<file path="src/rtl/sat_counter.sv">
// Up-counter that sticks at all-ones, with synchronous clear.
module sat_counter #(
    parameter int W = 8
) (
    input  logic         i_clk,
    input  logic         i_rst_n,
    input  logic         clr,
    input  logic         inc,
    output logic [W-1:0] cnt
);

    always_ff @(posedge i_clk or negedge i_rst_n) begin
        if (!i_rst_n) begin
            cnt <= '0;
        end else if (clr) begin
            cnt <= '0;
        end else if (inc && (cnt != '1)) begin
            cnt <= cnt + 1'b1;
        end
    end

endmodule

</file>
<file path="config.mk">
export PLATFORM = sky130hd
export DESIGN_NAME = sat_counter
export DESIGN_NICKNAME = d
export VERILOG_FILES = /design/src/rtl/sat_counter.sv
export SDC_FILE = /design/constraint.sdc
export NUM_CORES = 1
export LEC_CHECK = 0
export ABC_AREA = 1
export CORE_AREA = 3 3 40 42
export CTS_CLUSTER_DIAMETER = 200
export CTS_CLUSTER_SIZE = 12
export DETAILED_ROUTE_END_ITERATION = 6
export DIE_AREA = 0 0 43 45
export GPL_ROUTABILITY_DRIVEN = 0
export PLACE_DENSITY_LB_ADDON = 0.1
export SLEW_MARGIN = 0
export SYNTH_ARGS = -nofsm -noshare
export SYNTH_HDL_FRONTEND = slang
export SYNTH_SLANG_ARGS = --single-unit
</file>
<file path="constraint.sdc">
create_clock -name i_clk -period 1.85 [get_ports i_clk]
set_clock_uncertainty 0.2 [all_clocks]
set_input_delay 0.185 -clock i_clk [delete_from_list [all_inputs] [get_ports i_clk]]
set_output_delay 0.185 -clock i_clk [all_outputs]
set_load 0.01 [all_outputs]
</file>
==> flow_summary.ini <==
[floorplanning]
ios = 12
rows = 13
die_area_sq_um = 1935
die_h_microns = 45
core_area_sq_um = 1285
initial_utilization_pct = 39.82
die_w_microns = 43

[setup_path]
cp-end-kind = output port
cp_slowest_cell = clkdlybuf4s50_1
cp_slowest_stage_delay_ns = 0.57
path_buf_inv = 1
path_class = flip-flop to output port
cp_data_arrival_time_ns = 1.27
required_ns = 1.46
worst_path_dominant_cell_family = buffers and inverters
worstPathCellList = clkdlybuf4s50_1
start_kind = flip-flop
critical_path.max_fanout = 7

[power_and_ir_drop]
seqPwrFrac_pct = 49.0
irDropWorstVdd_v = 0.0002901
p_clk_share_pct = 33.8
p_per_area_nw_per_um2 = 583.1
share_comb_of_total_power_pct = 17.2
sw_frac_of_total_pct = 26.09
switchingPower_mw = 0.1020
leakage_nw = 0.3193
power_mw = 0.3911
p_int_mw = 0.2891

[routing]
wl_per_cell_microns = 11.76
ant_nets = 0
routed_wl_microns = 1223
drt-initial-drc-count = 15
dr.pass1.iters = 4
routed_via_density = 4.933
vias = 513
drc = 0

[timing]
setup_violations = 0
worst_pin_slew_ns = 0.3959
fmax_ghz = 0.6059
layout_setup_ws_ns = 0.1996
finalSetupTns_ns = 0
final.min_clock_period_ns = 1.650
timing.final.crit_share_pct = 89.21
hold_viol = 0
max_slew_margin_pct = 73.52
rsz0062_at_grt = no
drv_slew = 0

[clock_network]
clk_pin_slew_ns = 0.05
cts_hold_buf = 0
post_cts_buffers = 0
cts_resized = 0
insertion_delay_ns = 0.25
cts.sinks = 8
cts_tree = yes
cts_buffer_depth = 2
ctsRootBufferMaster = clkbuf_4
cts_made_buffers = 3
h-tree-depth = 1

[flow_run]
max_cap_violations = 0

[global_route]
grt_max_degree = 9
grtUsageTotal_pct = 15.10
antenna_found_initial = 0
grt_pass1_wl_microns = 2166
overflow = 0
grt_pass1_vias = 500

[status]
status = finished, final reports clean

[synth]
synth_seq_cells = 8
avgSynthCellArea_sq_um = 6.915
syn_inst = 74
seq_area_frac_synth_pct = 39.12
syn_nets = 79
syn_area_sq_um = 511.7
yosysWarnings = 0
synth_cell_types = 15

[final_layout]
nets = 96
layout_common_cells = 25 x nand2_1, 11 x clkdlybuf4s50_1, 10 x inv_1
antenna_cells = 0
top_regs = cnt: 8 flops
area.growth.synth_to_final_pct = 31.05
drive_above_1_share_pct = 12.36
top_register = cnt
final_util_pct = 52.19
final_common_cell = nand2_1
largest_reg_flops = 8

[place]
numPortBuffers = 11
dp.final_hpwl_microns = 963.5
pre_cts_slack_ns = 0.2391

[min_path]
min_path_type = primary input to asynchronous set/reset pin
[logic make-up (layout without fill, tap and decap cells)]
| family | after synthesis | count (layout) | share of synthesized area [%] |
|---|---|---|---|
| AO/OA/AOI/OAI | 8 | 8 | 9.534 |
| adder cells (fa/ha/maj) | 1 | 1 | 2.445 |
| flip-flops | 8 | 8 | 39.12 |
| buffers and inverters | 11 | 26 | 9.048 |
| AND/OR/NAND/NOR | 46 | 46 | 39.85 |
[synthesized netlist by cell type]
library cell,n,area (sq um)
a21oi_2,1,8.760
nor2_2,2,12.51
nor3_1,2,10.01
clkinv_4,1,8.760
nand2_1,25,93.84
a21oi_1,4,20.02
nand3_1,9,45.04
ha_1,1,12.51
dfrtp_1,8,200.2
nand2_4,1,11.26
inv_1,10,37.54
o21ai_1,1,5.000
nor2_1,5,18.77
nand2_2,2,12.51
o21bai_1,2,15.01
[power groups by stage]
stage / logic (mW) / clock network [mW] / registers [mW]
floorplan: 0.0262 / 0 / 0.198
global placement: 0.0675 / 0 / 0.195
detailed placement: 0.0675 / 0 / 0.195
CTS: 0.0681 / 0.137 / 0.192
global route: 0.0751 / 0.151 / 0.193
finish: 0.0671 / 0.132 / 0.192
[cell type report]
type	count	area, sq um
Sequential cell	8	200.2
Fill cell	142	614.3
Timing Repair Buffer	12	117.6
Tap cell	15	18.77
Multi-Input combinational cell	55	265.3
Clock buffer	3	22.52
Inverter	11	46.29
[per-stage QoR]
stage	instances	area (sq um)	hold WS, ns
after floorplan	74	511.7	-0.3106
after global placement	101	648.1	0.2974
after detailed placement	101	648.1	0.3083
after CTS	104	670.6	0.03646
after global routing	104	670.6	0.04520
final	104	670.6	0.02650
[worst paths after layout]
path	slack [ns]	to	startpoint	cells after the start
max reg2reg	0.25	cnt[7]$_DFFE_PN0P_	cnt[0]$_DFFE_PN0P_	7
min in group i_clk	0.35	cnt[6]$_DFFE_PN0P_	cnt[6]$_DFFE_PN0P_	2
min reg2reg	0.35	cnt[6]$_DFFE_PN0P_	cnt[6]$_DFFE_PN0P_	2
max in group asynchronous	1.15	cnt[3]$_DFFE_PN0P_	i_rst_n	1
min	0.03	cnt[0]$_DFFE_PN0P_	i_rst_n	1
max	0.20	cnt[5]	cnt[5]$_DFFE_PN0P_	1
[metal layers]
layer / wire length (microns) / GRT usage [%] / up-vias
met4: 16 / 5.422 / 0
met1: 597 / 19.95 / 233
met5: 0 / 0 / -
met3: 65 / 4.781 / 4
li1: - / - / 265
met2: 544 / 23.35 / 11
Power figures use the tool's default switching activity.
